[config.mk]
export PLATFORM = sky130hd
export DESIGN_NAME = ks_adder_pipe
export DESIGN_NICKNAME = d
export VERILOG_FILES = /design/src/rtl/ks_adder_pipe_pkg.sv /design/src/rtl/ks_adder_pipe_prefix_level.sv /design/src/rtl/ks_adder_pipe.sv
export SDC_FILE = /design/constraint.sdc
export NUM_CORES = 1
export LEC_CHECK = 0
export ABC_CLOCK_PERIOD_IN_PS = 15900
export CORE_MARGIN = 2
export CORE_UTILIZATION = 29
export DETAILED_ROUTE_END_ITERATION = 16
export SLEW_MARGIN = 20
export SYNTH_ARGS = -nofsm -noshare
export SYNTH_HDL_FRONTEND = slang
export SYNTH_HIERARCHICAL = 1
export SYNTH_SLANG_ARGS = --single-unit
[constraint.sdc]
create_clock -name clk -period 15.9 [get_ports clk]
set_input_delay 3.975 -clock clk [delete_from_list [all_inputs] [get_ports clk]]
set_output_delay 3.975 -clock clk [all_outputs]
set_load 0.01 [all_outputs]
[src/rtl/ks_adder_pipe_pkg.sv]
// Shared helpers for the pipelined Kogge-Stone add/subtract unit.
package ks_pkg;

  typedef enum logic {
    OP_ADD = 1'b0,
    OP_SUB = 1'b1
  } op_e;

  // Number of prefix levels needed to span WIDTH bits (0 for a single bit).
  function automatic int unsigned ks_levels(input int unsigned width);
    int unsigned lv;
    lv = 0;
    for (int unsigned i = 0; i < 32; i++) begin
      if ((64'd1 << i) < 64'(width)) lv = i + 1;
    end
    return lv;
  endfunction

  // Pipeline stage count; at least one register even with no prefix levels.
  function automatic int unsigned ks_stages(input int unsigned levels,
                                            input int unsigned pipe_every);
    return (levels == 0) ? 1 : (levels + pipe_every - 1) / pipe_every;
  endfunction

endpackage

[src/rtl/ks_adder_pipe_prefix_level.sv]
// One combinational Kogge-Stone prefix level; bits below DIST pass through.
module ks_prefix_level #(
  parameter int unsigned WIDTH = 32,
  parameter int unsigned DIST  = 1
) (
  input  logic [WIDTH-1:0] p_i,
  input  logic [WIDTH-1:0] g_i,
  output logic [WIDTH-1:0] p_o,
  output logic [WIDTH-1:0] g_o
);

  for (genvar i = 0; i < WIDTH; i++) begin : g_bit
    if (i < DIST) begin : g_pass
      assign p_o[i] = p_i[i];
      assign g_o[i] = g_i[i];
    end else begin : g_comb
      assign p_o[i] = p_i[i] & p_i[i-DIST];
      assign g_o[i] = g_i[i] | (p_i[i] & g_i[i-DIST]);
    end
  end

endmodule

[src/rtl/ks_adder_pipe.sv]
// Pipelined Kogge-Stone add/subtract unit with bubble-collapsing valid/ready
// handshake and carry/overflow/zero flags.
module ks_adder_pipe
  import ks_pkg::*;
#(
  parameter int unsigned WIDTH      = 32,
  parameter int unsigned PIPE_EVERY = 1
) (
  input  logic             clk,
  input  logic             rst,
  input  logic             in_valid,
  output logic             in_ready,
  input  logic [WIDTH-1:0] a,
  input  logic [WIDTH-1:0] b,
  input  logic             c_in,
  input  logic             op_sub,
  output logic             out_valid,
  input  logic             out_ready,
  output logic [WIDTH-1:0] result,
  output logic             c_out,
  output logic             ovf,
  output logic             zero
);

  localparam int unsigned LEVELS = ks_levels(WIDTH);
  localparam int unsigned NSTG   = ks_stages(LEVELS, PIPE_EVERY);

  typedef struct packed {
    logic [WIDTH-1:0] p0;
    logic [WIDTH-1:0] pp;
    logic [WIDTH-1:0] gg;
    logic             cin_eff;
  } stage_t;

  typedef struct packed {
    logic [WIDTH-1:0] result;
    logic             c_out;
    logic             ovf;
    logic             zero;
  } res_t;

  op_e              op;
  logic [WIDTH-1:0] b_eff;
  stage_t           in_pl;

  stage_t           sin   [NSTG];
  stage_t           sout  [NSTG];
  stage_t           st_q  [NSTG];
  stage_t           st_d  [NSTG];
  logic [NSTG-1:0]  vld_q;
  logic [NSTG-1:0]  vld_d;
  logic [NSTG-1:0]  ld;
  logic [NSTG:0]    vin;
  res_t             res_c;
  res_t             res_q;
  res_t             res_d;

  // Operand conditioning and level-0 propagate/generate.
  always_comb begin
    in_pl         = '0;
    op            = op_e'(op_sub);
    b_eff         = (op == OP_SUB) ? ~b : b;
    in_pl.cin_eff = (op == OP_SUB) ? ~c_in : c_in;
    in_pl.p0      = a ^ b_eff;
    in_pl.pp      = a ^ b_eff;
    in_pl.gg      = a & b_eff;
  end

  // Per-stage input selection and the prefix levels grouped into that stage.
  for (genvar k = 0; k < NSTG; k++) begin : g_stg
    localparam int unsigned LO = k * PIPE_EVERY;
    localparam int unsigned HI = ((k + 1) * PIPE_EVERY < LEVELS) ? (k + 1) * PIPE_EVERY : LEVELS;
    localparam int unsigned NL = (HI > LO) ? HI - LO : 0;

    logic [WIDTH-1:0] cp [NL+1];
    logic [WIDTH-1:0] cg [NL+1];

    if (k == 0) begin : g_src_in
      assign sin[k] = in_pl;
    end else begin : g_src_reg
      assign sin[k] = st_q[k-1];
    end

    assign cp[0] = sin[k].pp;
    assign cg[0] = sin[k].gg;

    for (genvar m = 0; m < NL; m++) begin : g_lvl
      ks_prefix_level #(
        .WIDTH (WIDTH),
        .DIST  (32'(1) << (LO + m))
      ) u_lvl (
        .p_i (cp[m]),
        .g_i (cg[m]),
        .p_o (cp[m+1]),
        .g_o (cg[m+1])
      );
    end

    assign sout[k] = '{p0: sin[k].p0, pp: cp[NL], gg: cg[NL], cin_eff: sin[k].cin_eff};
  end

  // Final carries, sum and flags from the fully reduced prefix of the last stage.
  always_comb begin
    logic c_into;
    logic msb_in;
    res_c  = '0;
    c_into = sout[NSTG-1].cin_eff;
    msb_in = 1'b0;
    for (int unsigned i = 0; i < WIDTH; i++) begin
      res_c.result[i] = sout[NSTG-1].p0[i] ^ c_into;
      if (i == WIDTH - 1) msb_in = c_into;
      c_into = sout[NSTG-1].gg[i] | (sout[NSTG-1].pp[i] & sout[NSTG-1].cin_eff);
    end
    res_c.c_out = c_into;
    res_c.ovf   = c_into ^ msb_in;
    res_c.zero  = ~|res_c.result;
  end

  // Load enables: a stage loads when empty or when its content moves on.
  always_comb begin
    logic nxt;
    ld  = '0;
    nxt = out_ready;
    for (int k = int'(NSTG) - 1; k >= 0; k--) begin
      ld[k] = !vld_q[k] | nxt;
      nxt   = ld[k];
    end
  end

  assign vin = {vld_q, in_valid};

  // Next-state for valid bits, stage payloads and the output register.
  always_comb begin
    vld_d = vld_q;
    st_d  = st_q;
    res_d = res_q;
    for (int unsigned k = 0; k < NSTG; k++) begin
      if (ld[k]) begin
        vld_d[k] = vin[k];
        if (vin[k]) st_d[k] = sout[k];
      end
    end
    if (ld[NSTG-1] && vin[NSTG-1]) res_d = res_c;
  end

  // Pipeline state; reset clears valid bits and the visible result.
  always_ff @(posedge clk or posedge rst) begin
    if (rst) begin
      vld_q <= '0;
      res_q <= '0;
      for (int unsigned k = 0; k < NSTG; k++) st_q[k] <= '0;
    end else begin
      vld_q <= vld_d;
      res_q <= res_d;
      for (int unsigned k = 0; k < NSTG; k++) st_q[k] <= st_d[k];
    end
  end

  assign in_ready  = ld[0];
  assign out_valid = vld_q[NSTG-1];
  assign result    = res_q.result;
  assign c_out     = res_q.c_out;
  assign ovf       = res_q.ovf;
  assign zero      = res_q.zero;

endmodule
==> results_tabular.tex, run 1 <==
\begin{tabular}{lr}
\hline
Metric & Value \\
\hline
\multicolumn{2}{l}{\textbf{STA}} \\
\quad Final cycle utilization of the critical path & 0.588 \\
\quad Minimum clock period & 9340 ps \\
\quad Aggregate negative setup slack & 0 ps \\
\quad Final hold violation count & 0 \\
\quad Worst clock skew & between 30 and 40 ps \\
\quad Worst hold margin & roughly 490 ps \\
\quad Setup repair after global routing missed its margin & false \\
\quad Transition time at the pin with the least slew margin & roughly 1000 ps \\
\quad Fmax & between 100 and 150 MHz \\
\quad Relative slew slack & 0.310 \\
\quad Final setup violation count & 0 \\
\quad Number of max-slew violations in the final report & 0 \\
\multicolumn{2}{l}{\textbf{Die}} \\
\quad I/O pin count & approximately 110 \\
\quad Core Area & 66000 um2 \\
\quad Rows & between 90 and 100 \\
\quad Chip width & 263 um \\
\quad Height of the die & $\sim$260 um \\
\quad Die Outline Area & 69000 um2 \\
\quad Starting density of the core & 0.294 \\
\multicolumn{2}{l}{\textbf{Pwr}} \\
\quad Power density over the cells & 171 nW/um2 \\
\quad Worst ir drop on vdd & 0.0765 mV \\
\quad Leakage power of the design & roughly 10 nW \\
\multicolumn{2}{l}{\textbf{Logic synthesis}} \\
\quad Avg Inst Size Synth & roughly 14 um2 \\
\quad Count of different cell masters after synthesis & 31 \\
\quad YS warnings & 6 \\
\quad Dominant register cell in the synthesized netlist & sky130\_fd\_sc\_hd\_\_dfrtp\_1 \\
\quad Sequential area share after synthesis & 0.552 \\
\quad Biggest area contributors in the synthesized netlist & sky130\_fd\_sc\_hd\_\_dfrtp\_1 55\%, sky130\_fd\_sc\_hd\_\_mux2\_2 23\%, sky130\_fd\_sc\_hd\_\_a21o\_1 5.0\% \\
\quad Synthesized area & 19400 um2 \\
\quad Number of instances in the synthesized netlist & about 1.4k \\
\quad Mapped Nets & $\sim$1.5k \\
\quad Total of flip-flops plus latches after synthesis & $\sim$430 \\
\quad Post-synth EDFFs & 0 \\
\quad Area share of the largest cell type after synthesis & 0.552 \\
\quad FFs w/ async S/R, synth & 1.00 \\
\quad Leading cell types by count after synthesis & 428 x sky130\_fd\_sc\_hd\_\_dfrtp\_1, 400 x sky130\_fd\_sc\_hd\_\_mux2\_2, 129 x sky130\_fd\_sc\_hd\_\_a21o\_1 \\
\quad Yosys top cell by area & sky130\_fd\_sc\_hd\_\_dfrtp\_1 \\
\quad Most common cell in the netlist & sky130\_fd\_sc\_hd\_\_dfrtp\_1 \\
\multicolumn{2}{l}{\textbf{Global routing}} \\
\quad Overall track demand over capacity in global routing & 0.128 \\
\quad Number of global-route vias before repair & around 11k \\
\quad Pin count of the biggest net entering global routing & 182 \\
\quad Global-route congestion overflow total & 0 \\
\quad Antenna violations before repair & 0 \\
\quad Wire length of the first global-routing pass & slightly below 70 mm \\
\multicolumn{2}{l}{\textbf{CTS}} \\
\quad Number of post-CTS setup repair buffers & 0 \\
\quad Maximum level of the CTS H-tree & 2 \\
\quad CTS-repair resized insts & 0 \\
\quad Number of sinks handled by clock tree synthesis & approximately 430 \\
\quad Number of buffers created by CTS & 47 \\
\quad Clock latency reported for the late side of the worst-skew pair & 590 ps \\
\quad Clock tree buffer depth & 3 \\
\quad Clock tree from TritonCTS & built \\
\quad Clock Tree Root & sky130\_fd\_sc\_hd\_\_clkbuf\_16 \\
\quad Clock-pin slew on the worst setup and hold paths & about 60 ps \\
\quad Number of hold-repair buffers added at the cts stage & 0 \\
\multicolumn{2}{l}{\textbf{Status}} \\
\quad Result of the run & complete, no violations \\
\multicolumn{2}{l}{\textbf{Critical path}} \\
\quad Crit. Startpoint & out\_ready \\
\quad Classification of the worst setup path & in2out \\
\quad Worst r2r src & vld\_q[2] \\
\quad Worst EP arrival & $\sim$5400 ps \\
\quad Critical Path Sink Type & output port \\
\quad Startpoint kind of the worst setup timing path & input pin \\
\quad Worst-path maximum fanout & 4 \\
\quad Worst path required time & approximately 12000 ps \\
\multicolumn{2}{l}{\textbf{Route}} \\
\quad Total via count in the routed design & $\sim$11k \\
\quad Number of nets with antenna violations after routing & 0 \\
\quad Vias per cell & 4.49 \\
\quad Number of search-and-repair iterations in the first detailed-routing pass & 4 \\
\quad Post-detailed-route wirelength per cell & about 19 um \\
\quad Number of remaining DRC errors & 0 \\
\quad Sum of routed wire length over all layers & between 40 and 50 mm \\
\quad First DRT Iteration DRCs & around 570 \\
\multicolumn{2}{l}{\textbf{Place}} \\
\quad Port Buffer Count & around 110 \\
\quad Half-perimeter wire length after placement & between 30 and 40 mm \\
\quad Weighted congestion reported at the end of routability-driven placement & 0.752 \\
\multicolumn{2}{l}{\textbf{Cells and area}} \\
\quad Fraction of final layout cells sized beyond drive strength 1 & 0.349 \\
\quad Layout net count & about 1.5k \\
\quad Area added between synthesis and finish & 15.6\% \\
\quad Util after Layout & 0.340 \\
\multicolumn{2}{l}{\textbf{Worst hold path}} \\
\quad Path category of the worst min-delay check & reg2reg \\
\quad Hold path startpoint & ovf \\
\multicolumn{2}{l}{\textbf{Run}} \\
\quad Max Cap Violations & 0 \\
\hline
\end{tabular}
==> layer usage <==
metal,track usage,vias up,part of all wire
li1,-,4941,-
met5,0,-,0
met4,0.0367,0,0.019
met3,0.0206,62,0.035
met1,0.180,5387,0.48
met2,0.203,130,0.47
==> critical path: stages <==
cell and delay [ps]:
sky130_fd_sc_hd__clkdlybuf4s50_1 520, sky130_fd_sc_hd__and4b_1 240, sky130_fd_sc_hd__nand3_2 100, sky130_fd_sc_hd__clkdlybuf4s50_1 530
==> registers in the layout, summed over array words and instances, names as in the netlist <==
name / flops
c_out: 1
ovf: 1
result: 32
g_stg.cg: 128
sin: 132
vld_q: 5
zero: 1
g_stg.cp: 128
==> final timing paths <==
| kind | slack (ps) | depth (start not counted) | end |
|---|---|---|---|
| min in group asynchronous | 3950 | 2 | result[1] |
| max | 6560 | 4 | in_ready |
| min reg2reg | 490 | 2 | ovf |
| min | 490 | 2 | ovf |
| max in group asynchronous | 9900 | 4 | sin[287] |
| max reg2reg | 13110 | 5 | sin[358] |
==> cell families (layout without fill, tap and decap cells) <==
group                    Yosys count  in the layout  synth area share
adder cells (fa/ha/maj)           32             32            0.0206
XOR/XNOR                          65             65            0.0294
multiplexers                     418            418             0.246
buffers and inverters            116            201            0.0382
AO/OA/AOI/OAI                    169            169            0.0608
flip-flops                       428            428             0.552
AND/OR/NAND/NOR                  163            163            0.0525
other                              0              1                 0
==> final cells by class <==
type / instances / area [um2]
inverters: 2 / 15.0
clock buffers: 73 / 1370
diodes: 1 / 2.50
fillers: 6368 / 43600
multi-input cells: 847 / 7970
repair buffers: 115 / 1140
clock inverters: 11 / 120
flip-flops and latches: 428 / 10700
well taps: 864 / 1080
==> where the power goes <==
part           internal [W]  switching (W)
registers           0.00145       0.000294
clock network      0.000625       0.000434
logic              0.000581       0.000446
total               0.00265        0.00117
==> per-stage QoR <==
| step | cell area, um2 | std cells | power [W] | setup WS, ps |
|---|---|---|---|---|
| floorplan | 19400 | 1391 | 0.00241 | 6.72 |
| global placement | 20900 | 2256 | 0.00277 | 6580 |
| detailed placement | 20900 | 2256 | 0.00281 | 6560 |
| CTS | 22400 | 2340 | 0.00388 | 6550 |
| global route | 22400 | 2340 | 0.00404 | 6500 |
| finish | 22400 | 2341 | 0.00383 | 6560 |
==> cells in the final DEF (no fill, tap or decap), types with 2 or more instances in the layout <==
cell type	n
sky130_fd_sc_hd__dfrtp_1	428
sky130_fd_sc_hd__mux2_2	400
sky130_fd_sc_hd__a21o_1	129
sky130_fd_sc_hd__and2_1	116
sky130_fd_sc_hd__clkdlybuf4s50_1	105
sky130_fd_sc_hd__clkbuf_16	47
sky130_fd_sc_hd__a21oi_1	33
sky130_fd_sc_hd__xnor2_1	33
sky130_fd_sc_hd__xor2_1	32
sky130_fd_sc_hd__ha_1	32
sky130_fd_sc_hd__mux2_4	18
sky130_fd_sc_hd__clkbuf_1	16
sky130_fd_sc_hd__and2_2	13
sky130_fd_sc_hd__clkbuf_8	10
sky130_fd_sc_hd__nor4_1	8
sky130_fd_sc_hd__nand2_1	7
sky130_fd_sc_hd__buf_4	7
sky130_fd_sc_hd__nand2b_1	6
sky130_fd_sc_hd__clkinv_2	5
sky130_fd_sc_hd__o21ai_0	4
sky130_fd_sc_hd__inv_6	4
sky130_fd_sc_hd__nand2_4	3
sky130_fd_sc_hd__nand4_1	2
sky130_fd_sc_hd__bufinv_16	2
No activity file was read; power rests on OpenSTA's default activity.
==> inputs of run 2 (changes only) <==
--- a/config.mk
+++ b/config.mk
@@ -5,7 +5,7 @@
 export SDC_FILE = /design/constraint.sdc
 export NUM_CORES = 1
 export LEC_CHECK = 0
-export ABC_CLOCK_PERIOD_IN_PS = 15900
+export ABC_CLOCK_PERIOD_IN_PS = 9400
 export CORE_MARGIN = 2
 export CORE_UTILIZATION = 29
 export DETAILED_ROUTE_END_ITERATION = 16
==> constraint.sdc (replaced) <==
create_clock -name clk -period 9.4 [get_ports clk]
set_input_delay 2.35 -clock clk [delete_from_list [all_inputs] [get_ports clk]]
set_output_delay 2.35 -clock clk [all_outputs]
set_load 0.01 [all_outputs]
==> run 2 against run 1 <==
Compared with the run above: final cell count down 0.17%; non-clock buffer count unchanged; largest cell class unchanged; critical path type unchanged; critical endpoint unchanged; clock power up 68%; power up 69%; hold slack worse by 8.8 ps; via count up 1.2%; register-to-register slack worse by 6400 ps; die area unchanged; clock-buffer cell count down 2.
==> results_tabular.tex, run 2 (same netlist as run 1, synthesis figures left out) <==
\begin{tabular}{lr}
\hline
Metric & Value \\
\hline
\multicolumn{2}{l}{\textbf{CTS}} \\
\quad Clock tree from TritonCTS & built \\
\quad Maximum level of the CTS H-tree & 2 (unchanged) \\
\quad Clock Tree Root & sky130\_fd\_sc\_hd\_\_clkbuf\_16 \\
\quad Clock tree buffer depth & 3 (unchanged) \\
\quad Number of hold-repair buffers added at the cts stage & 0 (unchanged) \\
\quad Number of post-CTS setup repair buffers & 0 (unchanged) \\
\quad Clock-pin slew on the worst setup and hold paths & 50 ps (about the same) \\
\quad Number of sinks handled by clock tree synthesis & 428 (unchanged) \\
\quad Number of buffers created by CTS & 47 (unchanged) \\
\quad Clock latency reported for the late side of the worst-skew pair & 580 ps (about the same) \\
\quad CTS-repair resized insts & 0 (unchanged) \\
\multicolumn{2}{l}{\textbf{Critical path}} \\
\quad CP dominant cell by count & sky130\_fd\_sc\_hd\_\_clkdlybuf4s50\_1 \\
\quad Worst EP arrival & 3700 ps (-1670 ps) \\
\quad Critical Path Sink Type & output port \\
\quad Gate family responsible for the most delay along the worst path & buffers and inverters \\
\quad Max stage delay cell, worst path & sky130\_fd\_sc\_hd\_\_clkdlybuf4s50\_1 \\
\quad Buf/Inv on CP & 2 (unchanged) \\
\quad Classification of the worst setup path & in2out \\
\quad Worst-path maximum fanout & 4 (unchanged) \\
\quad Worst path required time & 7050 ps (-4880 ps) \\
\quad Startpoint kind of the worst setup timing path & input pin \\
\quad Maximum single-stage delay on the critical path & 540 ps (about the same) \\
\quad Ordered list of cells on the worst path & clkdlybuf4s50\_1 -> and4b\_1 -> nand3\_2 -> clkdlybuf4s50\_1 \\
\multicolumn{2}{l}{\textbf{Pwr}} \\
\quad Leakage power of the design & 10.4 nW (-0.18\%) \\
\quad Power density over the cells & 288 nW/um2 (+69\%) \\
\quad Worst ir drop on vdd & 0.135 mV (+76\%) \\
\multicolumn{2}{l}{\textbf{STA}} \\
\quad Worst clock skew & 19.4 ps (-11.6 ps) \\
\quad Final hold violation count & 0 (unchanged) \\
\quad Aggregate negative setup slack & 0 ps (unchanged) \\
\quad Final cycle utilization of the critical path & 0.644 \\
\quad Minimum clock period & 6050 ps \\
\quad Setup repair after global routing missed its margin & false \\
\quad Relative slew slack & 0.349 (+0.0386) \\
\quad Fmax & 165 MHz \\
\quad Number of max-slew violations in the final report & 0 (unchanged) \\
\quad Final setup violation count & 0 (unchanged) \\
\quad Transition time at the pin with the least slew margin & 977 ps (-58.0 ps) \\
\quad Fin worst setup slack & 3350 ps (-3210 ps) \\
\multicolumn{2}{l}{\textbf{Cells and area}} \\
\quad Most frequent cells in the layout & 428 x sky130\_fd\_sc\_hd\_\_dfrtp\_1, 400 x sky130\_fd\_sc\_hd\_\_mux2\_2, 129 x sky130\_fd\_sc\_hd\_\_a21o\_1, 116 x sky130\_fd\_sc\_hd\_\_and2\_1, 105 x sky130\_fd\_sc\_hd\_\_clkdlybuf4s50\_1 \\
\quad Most common cell after layout, fill and taps aside & sky130\_fd\_sc\_hd\_\_dfrtp\_1 \\
\quad Final Cell Area & 22400 um2 (unchanged) \\
\quad Max FFs per register & 132 (unchanged) \\
\quad Layout net count & 1543 (unchanged) \\
\quad Util after Layout & 0.340 (unchanged) \\
\quad Fraction of final layout cells sized beyond drive strength 1 & 0.347 (-0.00221) \\
\quad Area added between synthesis and finish & 15.6\% (unchanged) \\
\quad Fill cell total of the finished layout & 6414 (+0.72\%) \\
\multicolumn{2}{l}{\textbf{Route}} \\
\quad Total via count in the routed design & 10.7k (+1.2\%) \\
\quad Post-detailed-route wirelength per cell & 18.4 um (-1.2\%) \\
\quad Vias per cell & 4.56 (+1.4\%) \\
\quad First DRT Iteration DRCs & 522 (-8.9\%) \\
\quad Number of search-and-repair iterations in the first detailed-routing pass & 4 (unchanged) \\
\quad Sum of routed wire length over all layers & 43.1 mm (-1.3\%) \\
\quad Number of nets with antenna violations after routing & 0 (unchanged) \\
\quad Number of remaining DRC errors & 0 (unchanged) \\
\multicolumn{2}{l}{\textbf{Place}} \\
\quad Weighted congestion reported at the end of routability-driven placement & 0.749 (-0.43\%) \\
\quad Placed instance area & 20900 um2 (about the same) \\
\quad Port Buffer Count & 106 (unchanged) \\
\quad Post-Place Worst Slack & 3340 ps (-3220 ps) \\
\quad Half-perimeter wire length after placement & 31.0 mm (-0.13\%) \\
\multicolumn{2}{l}{\textbf{Die}} \\
\quad Height of the die & 263 um (unchanged) \\
\quad Die Outline Area & 69000 um2 (unchanged) \\
\quad Chip width & 263 um (unchanged) \\
\quad I/O pin count & 107 (unchanged) \\
\quad Rows & 94 (unchanged) \\
\quad Core Area & 66000 um2 (unchanged) \\
\quad Starting density of the core & 0.294 (unchanged) \\
\multicolumn{2}{l}{\textbf{Global routing}} \\
\quad Global-route congestion overflow total & 0 (unchanged) \\
\quad Antenna violations before repair & 3 (+3) \\
\quad Wire length of the first global-routing pass & 68.5 mm (-1.0\%) \\
\quad Overall track demand over capacity in global routing & 0.126 (-0.00169) \\
\quad Number of global-route vias before repair & 11.4k (-0.34\%) \\
\quad Pin count of the biggest net entering global routing & 169 (-7.1\%) \\
\multicolumn{2}{l}{\textbf{Worst hold path}} \\
\quad Path category of the worst min-delay check & reg2reg \\
\multicolumn{2}{l}{\textbf{Status}} \\
\quad Result of the run & complete, no violations \\
\multicolumn{2}{l}{\textbf{Run}} \\
\quad Max Cap Violations & 0 (unchanged) \\
\hline
\end{tabular}
run 2: cell types whose count changed in the layout (fill, tap and decap cells not counted), sizes merged:
cell | previous run | this run
bufinv | 2 | 3
clkinvlp | 0 | 2
clkbuf | 73 | 71
diode | 1 | 2
inv | 6 | 1
clkinv | 5 | 4
run 2: worst register-to-register path, cell delays in order (launching register included):
cell	delay, ps
sky130_fd_sc_hd__dfrtp_1	420
sky130_fd_sc_hd__and4b_1	250
sky130_fd_sc_hd__nand3_2	90
sky130_fd_sc_hd__and2_4	530
sky130_fd_sc_hd__buf_4	810
sky130_fd_sc_hd__mux2_2	500
run 2: worst paths after layout:
path,start,end,slack (ps),cells after the start
min reg2reg,c_out,c_out,480,2
max in group asynchronous,rst,sin[288],5870,3
min in group asynchronous,rst,result[2],2190,2
max reg2reg,vld_q[2],g_stg[1].cp[32],6690,5
min,c_out,c_out,480,2
max,out_ready,in_ready,3350,4
run 2: power by group:
group          total (W)  switching, W  internal [W]  leakage (nW)
Combinational    0.00174      0.000755      0.000983          4.41
Sequential       0.00294      0.000495       0.00245          5.30
Clock            0.00178      0.000719       0.00106         0.720
run 2: through the flow:
stage / hold WS [ps] / power, W / instances
global placement: 473 / 0.00468 / 2256
CTS: 488 / 0.00656 / 2335
detailed placement: 475 / 0.00475 / 2256
global route: 516 / 0.00683 / 2335
finish: 477 / 0.00646 / 2337
floorplan: 473 / 0.00408 / 1391
run 2: final cells by class:
type / count / area (um2) / share of cell area
well taps: 864 / 1080 / 0.0482
flip-flops and latches: 428 / 10700 / 0.478
clock buffers: 71 / 1350 / 0.0601
clock inverters: 8 / 140 / 0.00625
diodes: 2 / 5.00 / 0.000223
multi-input cells: 847 / 7970 / 0.355
inverters: 2 / 11.3 / 0.000503
repair buffers: 115 / 1150 / 0.0513
run 2: layer usage:
| metal | global-route usage | vias up | share of wire |
|---|---|---|---|
| li1 | - | 4942 | - |
| met1 | 0.181 | 5495 | 0.48 |
| met2 | 0.195 | 160 | 0.46 |
| met3 | 0.0229 | 53 | 0.043 |
| met4 | 0.0356 | 0 | 0.022 |
| met5 | 0 | - | 0 |
==> inputs of run 3 (changes only) <==
--- a/config.mk
+++ b/config.mk
@@ -5,7 +5,7 @@
 export SDC_FILE = /design/constraint.sdc
 export NUM_CORES = 1
 export LEC_CHECK = 0
-export ABC_CLOCK_PERIOD_IN_PS = 9400
+export ABC_CLOCK_PERIOD_IN_PS = 5890
 export CORE_MARGIN = 2
 export CORE_UTILIZATION = 29
 export DETAILED_ROUTE_END_ITERATION = 16
==> constraint.sdc (replaced) <==
create_clock -name clk -period 5.89 [get_ports clk]
set_input_delay 1.4725 -clock clk [delete_from_list [all_inputs] [get_ports clk]]
set_output_delay 1.4725 -clock clk [all_outputs]
set_load 0.01 [all_outputs]
==> run 3 against run 2 <==
Compared with the run above: sequential power grew 61%; cell area grew 0.84%; worst setup slack lost 1800 ps; combinational power grew 57%; non-clock buffer count grew 4; via count grew 0.31%; sequential share of layout area shrank 0.40 points; critical path depth is the same; clock power grew 69%; final cell count grew 0.43%.
==> results_tabular.tex, run 3 (same netlist as run 1, synthesis figures left out) <==
\begin{tabular}{lr}
\hline
Metric & Value \\
\hline
\multicolumn{2}{l}{\textbf{Global routing}} \\
\quad Pin count of the biggest net entering global routing & 164 (-3.0\%) \\
\quad Wire length of the first global-routing pass & 69.1 mm (+0.96\%) \\
\quad Number of global-route vias before repair & 11.6k (+1.9\%) \\
\quad Overall track demand over capacity in global routing & 0.127 (+0.000427) \\
\quad Global-route congestion overflow total & 0 (unchanged) \\
\quad Antenna violations before repair & 0 (-3) \\
\multicolumn{2}{l}{\textbf{STA}} \\
\quad Setup repair after global routing missed its margin & false \\
\quad Fin worst setup slack & 1550 ps (-1800 ps) \\
\quad Transition time at the pin with the least slew margin & 975 ps (-2.14 ps) \\
\quad Worst clock skew & 30.1 ps (+10.7 ps) \\
\quad Minimum clock period & 4340 ps \\
\quad Number of max-slew violations in the final report & 0 (unchanged) \\
\quad Final cycle utilization of the critical path & 0.737 \\
\quad Relative slew slack & 0.350 (+0.00143) \\
\quad Aggregate negative setup slack & 0 ps (unchanged) \\
\quad Final setup violation count & 0 (unchanged) \\
\quad Fmax & about 230 MHz \\
\quad Final hold violation count & 0 (unchanged) \\
\multicolumn{2}{l}{\textbf{Cells and area}} \\
\quad Most frequent cells in the layout & 428 x sky130\_fd\_sc\_hd\_\_dfrtp\_1, 400 x sky130\_fd\_sc\_hd\_\_mux2\_2, 129 x sky130\_fd\_sc\_hd\_\_a21o\_1, 116 x sky130\_fd\_sc\_hd\_\_and2\_1, 105 x sky130\_fd\_sc\_hd\_\_clkdlybuf4s50\_1 \\
\quad Area added between synthesis and finish & 16.5\% \\
\quad Fill cell total of the finished layout & 6448 (+0.53\%) \\
\quad Layout net count & 1547 (+0.26\%) \\
\quad Fraction of final layout cells sized beyond drive strength 1 & 0.357 (+0.0102) \\
\quad Max FFs per register & 132 (unchanged) \\
\quad Most common cell after layout, fill and taps aside & sky130\_fd\_sc\_hd\_\_dfrtp\_1 \\
\multicolumn{2}{l}{\textbf{Critical path}} \\
\quad CP dominant cell by count & sky130\_fd\_sc\_hd\_\_clkdlybuf4s50\_1 \\
\quad Buf/Inv on CP & 2 (unchanged) \\
\quad Worst-path maximum fanout & 4 (unchanged) \\
\quad Worst EP arrival & 2870 ps (-830 ps) \\
\quad Gate family responsible for the most delay along the worst path & buffers and inverters \\
\quad Startpoint kind of the worst setup timing path & input pin \\
\quad Worst r2r src & sin[0] \\
\quad Classification of the worst setup path & in2out \\
\quad Maximum single-stage delay on the critical path & 540 ps (about the same) \\
\quad Max stage delay cell, worst path & sky130\_fd\_sc\_hd\_\_clkdlybuf4s50\_1 \\
\quad Ordered list of cells on the worst path & clkdlybuf4s50\_1 -> and4b\_1 -> nand3\_2 -> clkdlybuf4s50\_1 \\
\quad Worst path required time & 4420 ps (-2630 ps) \\
\quad Critical Path Sink Type & output port \\
\quad Crit. Startpoint & out\_ready \\
\quad Worst reg2reg setup slack & 3390 ps (-3300 ps) \\
\multicolumn{2}{l}{\textbf{Route}} \\
\quad Total via count in the routed design & 10.7k (+0.31\%) \\
\quad First DRT Iteration DRCs & 589 (+13\%) \\
\quad Number of remaining DRC errors & 0 (unchanged) \\
\quad Number of search-and-repair iterations in the first detailed-routing pass & 4 (unchanged) \\
\quad Sum of routed wire length over all layers & 43.4 mm (+0.77\%) \\
\quad Number of nets with antenna violations after routing & 0 (unchanged) \\
\quad Post-detailed-route wirelength per cell & 18.5 um (+0.34\%) \\
\quad Vias per cell & 4.55 (-0.12\%) \\
\multicolumn{2}{l}{\textbf{Die}} \\
\quad Starting density of the core & 0.294 (unchanged) \\
\quad I/O pin count & 107 (unchanged) \\
\quad Rows & 94 (unchanged) \\
\quad Die Outline Area & 69000 um2 (unchanged) \\
\quad Core Area & 66000 um2 (unchanged) \\
\quad Chip width & 263 um (unchanged) \\
\quad Height of the die & 263 um (unchanged) \\
\multicolumn{2}{l}{\textbf{Pwr}} \\
\quad Worst ir drop on vdd & 0.222 mV (+65\%) \\
\quad Power density over the cells & 464 nW/um2 (+61\%) \\
\quad Leakage power of the design & 10.6 nW (+1.1\%) \\
\multicolumn{2}{l}{\textbf{CTS}} \\
\quad Clock latency reported for the late side of the worst-skew pair & 580 ps (about the same) \\
\quad CTS-repair resized insts & 0 (unchanged) \\
\quad Number of sinks handled by clock tree synthesis & 428 (unchanged) \\
\quad Clock-pin slew on the worst setup and hold paths & 60 ps (about the same) \\
\quad Clock Tree Root & sky130\_fd\_sc\_hd\_\_clkbuf\_16 \\
\quad Maximum level of the CTS H-tree & 2 (unchanged) \\
\quad Clock tree buffer depth & 3 (unchanged) \\
\quad Clock tree from TritonCTS & built \\
\quad Number of buffers created by CTS & 47 (unchanged) \\
\quad Number of post-CTS setup repair buffers & 0 (unchanged) \\
\quad Number of hold-repair buffers added at the cts stage & 0 (unchanged) \\
\multicolumn{2}{l}{\textbf{Place}} \\
\quad Weighted congestion reported at the end of routability-driven placement & 0.760 (+1.5\%) \\
\quad Post-Place Worst Slack & 1550 ps (-1790 ps) \\
\quad Port Buffer Count & 106 (unchanged) \\
\quad Half-perimeter wire length after placement & 31.6 mm (+1.9\%) \\
\multicolumn{2}{l}{\textbf{Worst hold path}} \\
\quad Path category of the worst min-delay check & reg2reg \\
\quad Hold path startpoint & zero \\
\multicolumn{2}{l}{\textbf{Status}} \\
\quad Result of the run & complete, no violations \\
\multicolumn{2}{l}{\textbf{Run}} \\
\quad Max Cap Violations & 0 (unchanged) \\
\hline
\end{tabular}
==> run 3: changes by cell type in the layout (fill, tap and decap cells not counted), moves of 2 or more <==
| cell | before | now |
|---|---|---|
| sky130_fd_sc_hd__inv_6 | 0 | 2 |
| sky130_fd_sc_hd__buf_12 | 2 | 5 |
| sky130_fd_sc_hd__clkbuf_1 | 16 | 8 |
| sky130_fd_sc_hd__clkbuf_8 | 8 | 15 |
| sky130_fd_sc_hd__clkinv_2 | 2 | 8 |
==> run 3: final timing paths <==
path / to / depth (start not counted)
setup / recovery: in_ready / 4
hold / removal: zero / 2
setup reg to reg: zero / 6
hold reg to reg: zero / 2
max in group asynchronous: g_stg[2].cp[56] / 3
min in group asynchronous: sin[170] / 2
==> run 3: metal layers <==
layer | GRT usage | wire [um] | up-vias
met4 | 0.0349 | 825 | 0
met1 | 0.180 | 21200 | 5540
met5 | 0 | 0 | -
met3 | 0.0186 | 1400 | 51
li1 | - | - | 4952
met2 | 0.201 | 20000 | 140
==> run 3: through the flow <==
stage	power (W)	hold slack [ps]	area, um2	util	instances
after global placement	0.00747	465	21000	0.318	2260
after detailed placement	0.00757	478	21000	0.318	2260
after CTS	0.0106	492	22600	0.342	2346
final	0.0105	492	22600	0.342	2347
after global routing	0.0111	516	22600	0.342	2346
after floorplan	0.00652	473	19400	-	1391
==> run 3: final cells by class <==
type | count | area (um2) | share of cell area
Multi-Input combinational cell | 847 | 7970 | 0.352
Sequential cell | 428 | 10700 | 0.474
Antenna cell | 1 | 2.50 | 0.000111
Inverter | 2 | 11.3 | 0.000498
Tap cell | 864 | 1080 | 0.0478
Clock inverter | 15 | 173 | 0.00764
Clock buffer | 71 | 1440 | 0.0636
Timing Repair Buffer | 119 | 1220 | 0.0538
==> run 3: tightest hold or removal path, delay by kind of cell, from the launching register on <==
family / cells / cell delay, ps
and+or+nand+nor: 1 / 50
AOI/OAI and AO/OA: 1 / 60
DFF: 1 / 340
==> run 3: power breakdown <==
part | leakage (nW) | internal [W] | switching [W] | total, W
Combinational | 4.45 | 0.00158 | 0.00117 | 0.00274
Sequential | 5.30 | 0.00390 | 0.000827 | 0.00473
Clock | 0.803 | 0.00182 | 0.00119 | 0.00301
Total | 10.6 | 0.00730 | 0.00318 | 0.0105
